## src/rtl/seq_pkg.sv

```systemverilog
// Shared types and default code for the symbol sequence lock controller.
package seq_pkg;

  typedef logic [1:0] symbol_t;

  typedef enum logic [2:0] {
    S0,
    S1,
    S2,
    OPEN,
    LOCK
  } state_t;

  localparam symbol_t DEF_CODE0 = 2'b01;
  localparam symbol_t DEF_CODE1 = 2'b10;
  localparam symbol_t DEF_CODE2 = 2'b11;

endpackage

```

## src/rtl/seq_lock_ctrl_if.sv

```systemverilog
// Symbol-in / status-out bundle between the symbol source and the lock controller.
interface seq_lock_ctrl_if #(
  parameter int unsigned FW = 2
);
  import seq_pkg::*;

  logic          sym_valid;
  symbol_t       sym;
  logic          clear;
  logic          open;
  logic          locked;
  logic          err;
  logic [1:0]    progress;
  logic [FW-1:0] fail_cnt;

  modport master (
    output sym_valid, sym, clear,
    input  open, locked, err, progress, fail_cnt
  );

  modport slave (
    input  sym_valid, sym, clear,
    output open, locked, err, progress, fail_cnt
  );

endinterface

```

## src/rtl/seq_timer.sv

```systemverilog
// Loadable down-counter that stops at zero; times both the open and lockout windows.
module seq_timer #(
  parameter int unsigned TW = 4
) (
  input  logic          clk,
  input  logic          reset,
  input  logic          i_load,
  input  logic [TW-1:0] i_load_val,
  output logic          o_zero_c
);

  logic [TW-1:0] r_cnt;

  always_ff @(posedge clk) begin
    if (!reset) begin
      r_cnt <= '0;
    end else if (i_load) begin
      r_cnt <= i_load_val;
    end else if (r_cnt != '0) begin
      r_cnt <= r_cnt - TW'(1);
    end
  end

  assign o_zero_c = (r_cnt == '0);

endmodule

```

## src/rtl/seq_lock_ctrl.sv

```systemverilog
// Groups 2-bit symbols into 3-symbol attempts, opens on a code match and
// locks out after MAX_FAIL consecutive misses.
module seq_lock_ctrl
  import seq_pkg::*;
#(
  parameter symbol_t     CODE0       = DEF_CODE0,
  parameter symbol_t     CODE1       = DEF_CODE1,
  parameter symbol_t     CODE2       = DEF_CODE2,
  parameter int unsigned MAX_FAIL    = 3,
  parameter int unsigned OPEN_CYCLES = 8,
  parameter int unsigned LOCK_CYCLES = 16
) (
  input  logic            clk,
  input  logic            reset,
  seq_lock_ctrl_if.slave  bus
);

  localparam int unsigned FW      = $clog2(MAX_FAIL + 1);
  localparam int unsigned WIN_MAX = (OPEN_CYCLES > LOCK_CYCLES) ? OPEN_CYCLES : LOCK_CYCLES;
  localparam int unsigned TW      = $clog2(WIN_MAX + 1);

  state_t        r_state;
  state_t        w_state_nxt;
  logic          r_ok;
  logic          w_ok_nxt;
  logic [FW-1:0] r_fail_cnt;
  logic [FW-1:0] w_fail_nxt;
  logic          w_err_nxt;
  logic          w_load;
  logic [TW-1:0] w_load_val;
  logic          w_tmr_zero;
  logic          w_last_fail;
  logic [1:0]    w_progress_nxt;

  logic          r_open;
  logic          r_locked;
  logic          r_err;
  logic [1:0]    r_progress;

  seq_timer #(.TW(TW)) u_timer (
    .clk        (clk),
    .reset      (reset),
    .i_load     (w_load),
    .i_load_val (w_load_val),
    .o_zero_c   (w_tmr_zero)
  );

  assign w_last_fail = ((32'(r_fail_cnt) + 32'd1) == 32'(MAX_FAIL));

  // State, match flag, failure count and registered outputs
  always_ff @(posedge clk) begin
    if (!reset) begin
      r_state    <= S0;
      r_ok       <= 1'b0;
      r_fail_cnt <= '0;
      r_open     <= 1'b0;
      r_locked   <= 1'b0;
      r_err      <= 1'b0;
      r_progress <= 2'd0;
    end else begin
      r_state    <= w_state_nxt;
      r_ok       <= w_ok_nxt;
      r_fail_cnt <= w_fail_nxt;
      r_open     <= (w_state_nxt == OPEN);
      r_locked   <= (w_state_nxt == LOCK);
      r_err      <= w_err_nxt;
      r_progress <= w_progress_nxt;
    end
  end

  // Mismatches only fold into ok, so a miss is reported after the full attempt
  always_comb begin
    w_state_nxt = r_state;
    w_ok_nxt    = r_ok;
    w_fail_nxt  = r_fail_cnt;
    w_err_nxt   = 1'b0;
    w_load      = 1'b0;
    w_load_val  = '0;

    case (r_state)
      S0: begin
        if (bus.sym_valid) begin
          w_ok_nxt    = (bus.sym == CODE0);
          w_state_nxt = S1;
        end
      end
      S1: begin
        if (bus.clear) begin
          w_state_nxt = S0;
        end else if (bus.sym_valid) begin
          w_ok_nxt    = r_ok & (bus.sym == CODE1);
          w_state_nxt = S2;
        end
      end
      S2: begin
        if (bus.clear) begin
          w_state_nxt = S0;
        end else if (bus.sym_valid) begin
          if (r_ok && (bus.sym == CODE2)) begin
            w_state_nxt = OPEN;
            w_fail_nxt  = '0;
            w_load      = 1'b1;
            w_load_val  = TW'(OPEN_CYCLES - 1);
          end else begin
            w_err_nxt = 1'b1;
            if (w_last_fail) begin
              w_state_nxt = LOCK;
              w_fail_nxt  = FW'(MAX_FAIL);
              w_load      = 1'b1;
              w_load_val  = TW'(LOCK_CYCLES - 1);
            end else begin
              w_state_nxt = S0;
              w_fail_nxt  = r_fail_cnt + FW'(1);
            end
          end
        end
      end
      OPEN: begin
        if (w_tmr_zero) begin
          w_state_nxt = S0;
        end
      end
      LOCK: begin
        if (w_tmr_zero) begin
          w_state_nxt = S0;
          w_fail_nxt  = '0;
        end
      end
      default: begin
        w_state_nxt = S0;
      end
    endcase
  end

  always_comb begin
    w_progress_nxt = 2'd0;
    case (w_state_nxt)
      S1:      w_progress_nxt = 2'd1;
      S2:      w_progress_nxt = 2'd2;
      default: w_progress_nxt = 2'd0;
    endcase
  end

  assign bus.open     = r_open;
  assign bus.locked   = r_locked;
  assign bus.err      = r_err;
  assign bus.progress = r_progress;
  assign bus.fail_cnt = r_fail_cnt;

endmodule

```

## src/flat_wrapper.sv

```systemverilog
// flat-port wrapper written by rule: the top's interface ports become plain ports
module seq_lock_ctrl_flat import seq_pkg::*;
#(
  parameter symbol_t     CODE0       = DEF_CODE0,
  parameter symbol_t     CODE1       = DEF_CODE1,
  parameter symbol_t     CODE2       = DEF_CODE2,
  parameter int unsigned MAX_FAIL    = 3,
  parameter int unsigned OPEN_CYCLES = 8,
  parameter int unsigned LOCK_CYCLES = 16
)
  (clk, reset, bus_sym_valid, bus_sym, bus_clear, bus_open, bus_locked, bus_err, bus_progress, bus_fail_cnt);
  seq_lock_ctrl_if #(.FW((2))) bus_i ();
  input  logic clk;
  input  logic reset;
  input wire logic [$bits(bus_i.sym_valid)-1:0] bus_sym_valid;
  input wire logic [$bits(bus_i.sym)-1:0] bus_sym;
  input wire logic [$bits(bus_i.clear)-1:0] bus_clear;
  output wire logic [$bits(bus_i.open)-1:0] bus_open;
  output wire logic [$bits(bus_i.locked)-1:0] bus_locked;
  output wire logic [$bits(bus_i.err)-1:0] bus_err;
  output wire logic [$bits(bus_i.progress)-1:0] bus_progress;
  output wire logic [$bits(bus_i.fail_cnt)-1:0] bus_fail_cnt;
  assign bus_i.sym_valid = bus_sym_valid;
  assign bus_i.sym = bus_sym;
  assign bus_i.clear = bus_clear;
  assign bus_open = bus_i.open;
  assign bus_locked = bus_i.locked;
  assign bus_err = bus_i.err;
  assign bus_progress = bus_i.progress;
  assign bus_fail_cnt = bus_i.fail_cnt;
  seq_lock_ctrl #(.CODE0(CODE0), .CODE1(CODE1), .CODE2(CODE2), .MAX_FAIL(MAX_FAIL), .OPEN_CYCLES(OPEN_CYCLES), .LOCK_CYCLES(LOCK_CYCLES)) u_core (.clk(clk), .reset(reset), .bus(bus_i));
endmodule
```

## config.mk

```make
export PLATFORM = sky130hd
export DESIGN_NAME = seq_lock_ctrl_flat
export DESIGN_NICKNAME = d
export VERILOG_FILES = /design/src/rtl/seq_pkg.sv /design/src/rtl/seq_lock_ctrl_if.sv /design/src/rtl/seq_timer.sv /design/src/rtl/seq_lock_ctrl.sv /design/src/flat_wrapper.sv
export SDC_FILE = /design/constraint.sdc
export NUM_CORES = 1
export LEC_CHECK = 0
export ABC_CLOCK_PERIOD_IN_PS = 4500
export CORE_MARGIN = 5
export CORE_UTILIZATION = 58
export CTS_BUF_LIST = sky130_fd_sc_hd__clkbuf_8
export DETAILED_ROUTE_END_ITERATION = 6
export PLACE_DENSITY = 0.95
export SLEW_MARGIN = 10
export SYNTH_ARGS = -nofsm -noshare
export SYNTH_HDL_FRONTEND = slang
export SYNTH_SLANG_ARGS = --single-unit
```

## constraint.sdc

```tcl
create_clock -name clk -period 4.5 [get_ports clk]
set_input_delay 1.125 -clock clk [delete_from_list [all_inputs] [get_ports clk]]
set_output_delay 1.125 -clock clk [all_outputs]
set_load 0.05 [all_outputs]
```

# After elaboration in Yosys (flattened, before gate mapping)
# Index checks and enable logic that the tools add are counted.
# classes
addsub,3
eq_ne,18
muxes,33
bitwise,4
n_reduce_logical,11
# op_table
op,n
equality test 32 x 2 -> 1 bit (second input constant),1
2-to-1 mux 5 bit,6
2-to-1 mux 3 bit,8
equality test 3 x 2 -> 1 bit (second input constant),4
inequality test 2 bit (second input constant),6
one-hot mux 3 bit (4 select lines),1
2-to-1 mux 2 bit,5
2-to-1 mux 1 bit,9
one-hot mux 2 bit (2 select lines),2
AND reduction 4 bit,2
equality test 3 x 1 -> 1 bit (second input constant),2
equality test 3 bit (second input constant),2
nonzero test 2 bit,3
zero test 5 bit,1
nonzero test 5 bit,1
subtractor 5 x 1 -> 5 bit (second input constant),1
equality test 2 bit (second input constant),2
2-to-1 mux 4 bit,1
OR reduction 4 bit,1
adder 2 x 1 -> 3 bit (second input constant),1
zero test 3 bit,1
NOT 1 bit,3
adder 2 x 1 -> 2 bit (second input constant),1
equality test 2 x 1 -> 1 bit (second input constant),1
4 further kinds,4
# totals
reg_bits,16
in_bits,6

# Depth between registers and ports, before layout
# Gate-level depths: netlist of the first run.
# depth
ltp_word,9
ltp_mapped,7
depth_no_buf,6

# Cells and area by module
# From an unflattened synthesis of the first run, not the netlist that was laid out.
# unflattened
cells_unflattened,95
area_unflattened_um2,904.6
# modules_own_cells
mod,instances,cells_each,area_each_um2,seq_area_each_um2
seq_lock_ctrl,1,61,604.3,220.2
seq_timer,1,34,300.3,100.1

# Worst setup path after synthesis of the first run
# Ideal clock, no wire load.
# synth_path
path_type,input to register
startpoint,input bus_clear
endpoint,"register u_core.r_progress[0], in the netlist u_core.bus.progress[0]"
arrival_time_ns,2.000
required_ns,4.383
path_slack_ns,2.383
cell_stages,4
path_buffers,0
cell_sequence,nor4b_2 a21boi_0 nor3_2 and4bb_1
# synth_between
elab_chain_cells,4
# synth_lines
element,line,source
from (decl),flat_wrapper.sv:17,input wire logic [$bits(bus_i.clear)-1:0] bus_clear;
"2-to-1 mux 3 bit, on equally long branches","seq_lock_ctrl.sv:96, seq_lock_ctrl.sv:88",
one-hot mux 3 bit (4 select lines) (*),seq_lock_ctrl.sv:80,case (r_state)
equality test 3 x 2 -> 1 bit / equality test 3 x 1 -> 1 bit (equally long branches),seq_lock_ctrl.sv:137,case (w_state_nxt)
one-hot mux 2 bit (2 select lines) (*),seq_lock_ctrl.sv:137,
to (signal assigned),seq_lock_ctrl.sv:67,r_progress <= w_progress_nxt;
to (decl),seq_lock_ctrl.sv:38,logic [1:0] r_progress;
# Every way passes the cells marked *; elsewhere a longest branch is shown, timed or not.
# A chain may end at the register's enable or synchronous reset.

# Final worst setup path of the first run
# layout_path
startpoint,"register u_core.r_fail_cnt[0], in the netlist u_core.bus.fail_cnt[0]"
endpoint,output bus_fail_cnt[0]
# layout_lines
element,line,source
from (decl),seq_lock_ctrl.sv:26,logic [FW-1:0] r_fail_cnt;
from (signal assigned),seq_lock_ctrl.sv:63,r_fail_cnt <= w_fail_nxt;
to (decl),flat_wrapper.sv:22,output wire logic [$bits(bus_i.fail_cnt)-1:0] bus_fail_cnt;
# No word-level cell between the ends.

==> reports/results.md, run 1 <==
| Step | Item | This run |
| --- | --- | --- |
| outcome | Status | finished clean |
| clock network | Clock latency at the later pin of the worst-skew pair | 0.25 ns |
| logic synthesis | Proportion of register bits with asynchronous set or reset after synthesis | 0% |
| worst setup path | Worst flop-to-flop path startpoint | u_core.u_timer.r_cnt[0] |
| logic synthesis | Mean instance size in the synthesized netlist | 9.03 um^2 |
| power and ir drop | Net switching power | 153 uW |
| final layout | Net count of the finished layout | 113 |
| place | Half-perimeter wire length after placement | 1280 um |
| floorplanning | Die Outline Area | 2230 um^2 |
| floorplanning | Number of rows in the core area | 13 |
| grt | Overall track demand over capacity in global routing | 18.3% |
| worst setup path | Origin of the worst setup path | u_core.bus.fail_cnt[0] |
| grt | GRT overflow | 0 |
| worst setup path | Sort of element at the start of the critical path | register |
| logic synthesis | Post-Synthesis Cell Area | 803 um^2 |
| worst setup path | Combined buffer and inverter count along the critical path | 1 |
| grt | Via count of the first global-routing pass | 669 |
| power and ir drop | Fraction of power consumed by sequential logic | 39.7% |
| worst setup path | Setup slack, reg-to-reg | 2.68 ns |
| logic synthesis | Top cells by area in the synthesized netlist | dfxtp_1 40%, nand3_1 5.0%, ha_1 4.7% |
| sta | Final worst clock skew | 0.00122 ns |
| logic synthesis | Cell taking the most area after synthesis | dfxtp_1 |
| clock network | Post-CTS Setup Repair Bufs | 0 |
| clock network | Number of hold buffers added after cts | 0 |
| power and ir drop | P_int | 323 uW |
| floorplanning | Core Region | 1300 um^2 |
| logic synthesis | Ranking of synthesized cells by instance count | 16 x dfxtp_1, 8 x nand3_1, 7 x nor2_1 |
| route | Via count | 691 |
| clock network | Clock Path Buffers | 2 |
| grt | Wire length of the first global-routing pass | 2800 um |
| clock network | Clock-pin slew on the worst setup and hold paths | 0.06 ns |
| final layout | Area growth syn-to-layout | 22.3% |
| sta | Relative slew slack | 66.6% |
| logic synthesis | Most common cell in the netlist | dfxtp_1 |
| grt | Maximum number of pins on one net before global-route repair | 15 |
| place | GPL Wtd Cong | 0.839 |
| logic synthesis | Synthesis Warnings | 0 |
| final layout | Antenna diodes | 0 |
| sta | Setup tns final | 0 ns |
| floorplanning | Initial core utilization | 61.7% |
| clock network | Clock tree from TritonCTS | done |
| min path | Cell depth of the worst hold path | 2 |
| clock network | CTS-repair resized insts | 0 |
| place | Dpl ws | 1.77 ns |
| route | Post-detailed-routing wire length | 1710 um |
| route | DRC marker count from the first detailed-route iteration | 12 |
| min path | Hold Startpoint | u_core.bus.fail_cnt[1] |
| worst setup path | Cells along the critical path | clkdlybuf4s50_1 |
| logic synthesis | Number of synthesized register bits | 16 |
| grt | Number of antenna violations at the first check in global routing | 0 |
| clock network | Root Buffer | clkbuf_8 |
| logic synthesis | Number of nets produced by synthesis | 98 |
| worst setup path | Category of the most critical setup path | register to primary output |
| logic synthesis | Count of cell types in the netlist | 33 |
| worst setup path | Standard cell with the maximum stage delay on the critical path | clkdlybuf4s50_1 |
| logic synthesis | Sequential element share of the synthesized area | 39.9% |
| final layout | Number of standard cells in the layout, taps in and fillers out | 118 |
| power and ir drop | Power share of the clock group | 26.9% |
| floorplanning | Vertical extent of the die | 47.2 um |
| floorplanning | I/O pins | 13 |
| power and ir drop | Total leakage power | 0.000385 uW |
| sta | Final worst path period share | 56.7% |
| worst setup path | CP max FO | 3 |
| place | Cell total after placement | 114 |
| place | Count of buffers from port buffering | 12 |
| route | Antenna Violating Nets Remaining | 0 |
| logic synthesis | Cells after synthesis | 89 |
| min path | Class of the tightest hold or removal check | register to register |
| route | Post-detailed-route via-to-cell ratio | 5.86 |
| sta | Setup-violating endpoint count in the final report | 0 |
| logic synthesis | Fraction of post-synthesis cell area in the top cell type by area | 39.9% |
| worst setup path | Logic depth of the worst register-to-register path | 6 |
| worst setup path | Critical register-to-register path endpoint | u_core.bus.progress[1] |
| power and ir drop | Worst ir drop on vdd | 0.000405 V |
| power and ir drop | Share of power burned in combinational logic | 33.4% |
| sta | Final max-slew violation count | 0 |
| job | Max Cap Violations | 0 |
| logic synthesis | Number of enable flip-flop cells after synthesis | 0 |
| clock network | Total clock sinks | 16 |
| floorplanning | Chip Width | 47.2 um |
| sta | RSZ-0062 raised after global routing | false |
| final layout | Fill count | 99 |
| sta | Worst Max-Slew Pin Slew | 0.499 ns |
| sta | Timing-limited maximum frequency | 392 MHz |
| route | Number of remaining DRC errors | 0 |
| worst setup path | Delay of the slowest critical-path stage | 0.82 ns |
| worst setup path | Data arrival time of the critical path | 1.43 ns |
| sta | Shortest period the worst path allows | 2.55 ns |
| min path | Hold endpoint | u_core.bus.fail_cnt[1] |
| sta | Slack of the critical path | 1.95 ns |
| worst setup path | Critical Path End Type | primary output |
| sta | Final-report hold violation count | 0 |
| power and ir drop | Power density relative to cell area | 484 nW/um^2 |
| clock network | Number of buffers added by the clock tree synthesis step | 3 |
| clock network | H-tree Lvls | 1 |
| logic synthesis | Primary FF master, synth | dfxtp_1 |
| worst setup path | Worst EP required | 3.38 ns |
| route | First-pass DRT Iterations | 4 |
| worst setup path | Top Family by Delay on Critical Path | buffers and inverters |
| power and ir drop | Switching share of power | 32.1% |
| route | Post-DR wirelength/cell | 14.5 um |
| final layout | Ratio of cells with drive above 1 in the final layout | 10.7% |
## layout by cell type (no fill, tap or decap)
cell / instances
o31ai_2: 1
ha_1: 3
nand2b_1: 3
nand2_1: 6
nor2_1: 7
nand3_1: 8
o41a_1: 1
o31ai_1: 1
and3_4: 1
and4bb_1: 1
nor3_2: 1
xor2_1: 2
dfxtp_1: 16
nor2b_1: 1
a21oi_1: 1
and4_2: 1
o21a_1: 1
a22oi_1: 1
o21ai_0: 3
xnor2_1: 2
nor3_1: 1
nor4b_2: 1
clkdlybuf4s50_1: 12
a21boi_0: 4
clkbuf_8: 4
and3_1: 3
and2b_2: 1
nor4_1: 1
inv_1: 5
or4b_4: 1
nor3b_1: 2
and2_1: 4
o21ai_1: 3
## routing by layer
| layer | routed length (um) | vias to the layer above | global-route usage, % |
|---|---|---|---|
| met2 | 802 | 27 | 28.5 |
| met1 | 766 | 318 | 23.4 |
| met4 | 34 | 0 | 10.5 |
| li1 | - | 340 | - |
| met3 | 104 | 6 | 3.45 |
| met5 | 0 | - | 0 |
## sequential cells by signal (all words and copies together), names as in the netlist
register	count
u_core.bus.err	1
u_core.bus.fail_cnt	2
u_core.bus.locked	1
u_core.bus.open	1
u_core.bus.progress	2
u_core.r_ok	1
u_core.r_state	3
u_core.u_timer.r_cnt	5
## how the worst max path moves through the flow
stage,endpoint,slack (ns),depth (start not counted)
CTS,bus_fail_cnt[0],1.95,1
finish,bus_fail_cnt[0],1.95,1
global route,u_core.u_timer.r_cnt[4],1.89,5
floorplan,u_core.bus.progress[0],2.38,4
global placement,u_core.u_timer.r_cnt[4],1.79,5
detailed placement,u_core.u_timer.r_cnt[4],1.77,5
## through the flow
| stage | instance area [um^2] | hold WS (ns) | total power (uW) | utilization, % |
|---|---|---|---|---|
| after CTS | 982 | 0.497 | 478 | 75.5 |
| after floorplan | 803 | 0.544 | 332 | - |
| after detailed placement | 927 | 0.484 | 352 | 71.3 |
| after global routing | 982 | 0.546 | 507 | 75.5 |
| after global placement | 927 | 0.473 | 337 | 71.3 |
| final | 982 | 0.498 | 476 | 75.5 |
## power groups by stage
| stage | registers (uW) | clock network (uW) | logic (uW) |
|---|---|---|---|
| 4_1_cts | 189 | 127 | 162 |
| 3_5_place_dp | 192 | 0 | 160 |
| 3_3_place_gp | 190 | 0 | 148 |
| 6_report | 189 | 128 | 159 |
| 5_1_grt | 192 | 135 | 180 |
| 2_1_floorplan | 190 | 0 | 141 |
## final cells by class
cell class / instances / area, um^2 / area share [%]
sequential: 16 / 320 / 32.6
clock buffer: 4 / 55.1 / 5.61
inverter: 5 / 18.8 / 1.91
tap: 15 / 18.8 / 1.91
multi-input combinational: 66 / 449 / 45.7
timing repair buffer: 12 / 120 / 12.2
## cells by family (layout without fill, tap and decap cells)
family	count (synthesis)	after routing	share of synthesized area (%)
buffers and inverters	7	21	4.21
AOI/OAI and AO/OA	16	16	13.9
xor gates and xnor gates	4	4	4.36
adders and majority gates	3	3	4.67
DFF	16	16	39.9
and+or+nand+nor	43	43	33.0
(Power assumes the default switching activity.)
==> run 2: changes to the inputs <==
--- a/config.mk
+++ b/config.mk
@@ -5,12 +5,12 @@
 export SDC_FILE = /design/constraint.sdc
 export NUM_CORES = 1
 export LEC_CHECK = 0
-export ABC_CLOCK_PERIOD_IN_PS = 4500
+export ABC_CLOCK_PERIOD_IN_PS = 2600
 export CORE_MARGIN = 5
-export CORE_UTILIZATION = 58
+export CORE_UTILIZATION = 54
 export CTS_BUF_LIST = sky130_fd_sc_hd__clkbuf_8
 export DETAILED_ROUTE_END_ITERATION = 6
-export PLACE_DENSITY = 0.95
+export PLACE_DENSITY = 0.9
 export SLEW_MARGIN = 10
 export SYNTH_ARGS = -nofsm -noshare
 export SYNTH_HDL_FRONTEND = slang
==> constraint.sdc (replaced) <==
create_clock -name clk -period 2.6 [get_ports clk]
set_input_delay 0.65 -clock clk [delete_from_list [all_inputs] [get_ports clk]]
set_output_delay 0.65 -clock clk [all_outputs]
set_load 0.05 [all_outputs]
==> run 2 against run 1 <==
Sequential power grew 72%. Setup slack got worse by 1.4 ns. Power is 72% higher. Cell area grew 0.13%. Global-route usage shrank 3.0 points. Flip-flop and latch count unchanged. Combinational power rose by 74%. Utilization shrank 7.8 points. Critical endpoint unchanged.
==> reports/results.md, run 2 (same netlist as run 1, synthesis figures left out) <==
| Step | Item | This run | vs previous |
| --- | --- | --- | --- |
| outcome | Status | finished clean |  |
| grt | Overall track demand over capacity in global routing | 15.3% | -3.0 points |
| final layout | Area occupied by registers | 320 um^2 | unchanged |
| sta | Worst Max-Slew Pin Slew | 0.492 ns | -0.00672 ns |
| place | Count of buffers from port buffering | 12 | unchanged |
| worst setup path | Top Family by Delay on Critical Path | buffers and inverters |  |
| final layout | Fill count | 120 | +21% |
| worst setup path | CP max FO | 3 | unchanged |
| sta | Relative slew slack | 67.1% | +0.45 points |
| grt | GRT overflow | 0 | unchanged |
| final layout | Most frequent standard cell in the layout excluding fill and tap cells | dfxtp_1 |  |
| clock network | Clock-pin slew on the worst setup and hold paths | 0.06 ns | about the same |
| floorplanning | Chip Width | 48.6 um | +2.9% |
| floorplanning | Vertical extent of the die | 48.6 um | +2.9% |
| worst setup path | Combined buffer and inverter count along the critical path | 1 | unchanged |
| grt | Maximum number of pins on one net before global-route repair | 15 | unchanged |
| route | Post-detailed-route via-to-cell ratio | 5.79 | -1.1% |
| power and ir drop | Power density relative to cell area | 830 nW/um^2 | +71% |
| worst setup path | Standard cell with the maximum stage delay on the critical path | clkdlybuf4s50_1 |  |
| worst setup path | Data arrival time of the critical path | 1.41 ns | -0.02 ns |
| final layout | Commonest non-fill, non-tap cells in the layout | 16 x dfxtp_1, 12 x clkdlybuf4s50_1, 8 x nand3_1 |  |
| sta | Timing-limited maximum frequency | 485 MHz |  |
| floorplanning | Number of rows in the core area | 14 | +1 |
| sta | Setup-violating endpoint count in the final report | 0 | unchanged |
| final layout | Non-Filler Cell Area, Final | 983 um^2 | +0.13% |
| sta | Final max-slew violation count | 0 | unchanged |
| final layout | Largest registers | u_core.u_timer.r_cnt (5), u_core.r_state (3) |  |
| clock network | CTS-repair resized insts | 0 | unchanged |
| clock network | Number of buffers added by the clock tree synthesis step | 3 | unchanged |
| place | Area post-placement | 928 um^2 | +0.13% |
| final layout | Net count of the finished layout | 113 | unchanged |
| power and ir drop | Worst ir drop on vdd | 0.000373 V | -7.9% |
| sta | RSZ-0062 raised after global routing | false |  |
| route | First-pass DRT Iterations | 4 | unchanged |
| final layout | Ratio of cells with drive above 1 in the final layout | 10.7% | unchanged |
| worst setup path | Delay of the slowest critical-path stage | 0.81 ns | about the same |
| final layout | Antenna diodes | 0 | unchanged |
| route | Number of remaining DRC errors | 0 | unchanged |
| grt | Number of antenna violations at the first check in global routing | 0 | unchanged |
| final layout | Number of flip-flops under the largest register name | 5 | unchanged |
| power and ir drop | Total leakage power | 0.000385 uW | unchanged |
| worst setup path | Category of the most critical setup path | register to primary output |  |
| worst setup path | Worst EP required | 1.95 ns | -1.43 ns |
| place | Half-perimeter wire length after placement | 1200 um | -6.0% |
| route | Via count | 689 | -0.29% |
| sta | Setup tns final | 0 ns | unchanged |
| min path | Class of the tightest hold or removal check | register to register |  |
| final layout | Area of the multi-input gates | 449 um^2 | unchanged |
| grt | Via count of the first global-routing pass | 693 | +3.6% |
| route | Post-detailed-routing wire length | 1590 um | -6.7% |
| floorplanning | Core Region | 1450 um^2 | +12% |
| sta | Shortest period the worst path allows | 2.06 ns |  |
| clock network | Clock latency at the later pin of the worst-skew pair | 0.24 ns | about the same |
| worst setup path | Cells along the critical path | clkdlybuf4s50_1 |  |
| clock network | Clock Path Buffers | 2 | unchanged |
| route | DRC marker count from the first detailed-route iteration | 14 | +2 |
| floorplanning | Initial core utilization | 55.2% | -6.5 points |
| final layout | Most flops, register | u_core.u_timer.r_cnt |  |
| floorplanning | I/O pins | 13 | unchanged |
| sta | Final-report hold violation count | 0 | unchanged |
| route | Antenna Violating Nets Remaining | 0 | unchanged |
| grt | Wire length of the first global-routing pass | 2950 um | +5.2% |
| sta | Final worst clock skew | 0.000842 ns | -0.000381 ns |
| job | Max Cap Violations | 0 | unchanged |
| floorplanning | Die Outline Area | 2360 um^2 | +5.8% |
| place | GPL Wtd Cong | 0.931 | +11% |
| clock network | Post-CTS Setup Repair Bufs | 0 | unchanged |
| clock network | H-tree Lvls | 1 | unchanged |
| clock network | Total clock sinks | 16 | unchanged |
| clock network | Root Buffer | clkbuf_8 |  |
| clock network | Number of hold buffers added after cts | 0 | unchanged |
| final layout | Area growth syn-to-layout | 22.4% |  |
| clock network | Clock tree from TritonCTS | done |  |
| sta | Final worst path period share | 79.2% |  |
| worst setup path | Critical Path End Type | primary output |  |
| worst setup path | Sort of element at the start of the critical path | register |  |
| route | Post-DR wirelength/cell | 13.4 um | -7.5% |
[run 2: cell counts in the layout (fill, tap and decap cells not counted)]
No cell type changed its count.
[run 2: path summary, 6_finish.rpt]
kind / start / end / slack [ns] / depth (start not counted)
max: u_core.bus.fail_cnt[0] / bus_fail_cnt[0] / 0.54 / 1
min: u_core.bus.fail_cnt[0] / u_core.bus.fail_cnt[0] / 0.49 / 2
max reg2reg: u_core.u_timer.r_cnt[0] / u_core.bus.progress[1] / 0.74 / 6
min reg2reg: u_core.bus.fail_cnt[0] / u_core.bus.fail_cnt[0] / 0.49 / 2
[run 2: area by class of cell]
cell class              instances  share of cell area, %
inverters                       5                   1.91
clock buffers                   4                   5.60
multi-input cells              66                   45.7
repair buffers                 12                   12.2
flip-flops and latches         16                   32.6
well taps                      16                   2.04
[run 2: stage by stage]
step	worst slack, ns	power, uW	util [%]	hold slack (ns)	std cells
CTS	0.537	831	67.6	0.487	119
global route	0.446	897	67.6	0.526	119
finish	0.540	816	67.6	0.494	119
floorplan	0.891	574	-	0.544	89
global placement	0.372	593	63.9	0.464	115
detailed placement	0.312	606	63.9	0.479	115
[run 2: layer usage]
metal,vias to the layer above,GRT usage (%),share of wire [%]
met5,-,0,0
met4,0,8.52,2.5
met3,6,3.99,4.7
met2,25,26.3,52
met1,319,16.7,41
li1,339,-,-
[run 2: where the power goes]
group	leakage [uW]	internal (uW)	switching, uW
logic	0.000226	136	140
clock network	0.0000288	134	79.6
registers	0.000131	289	37.4
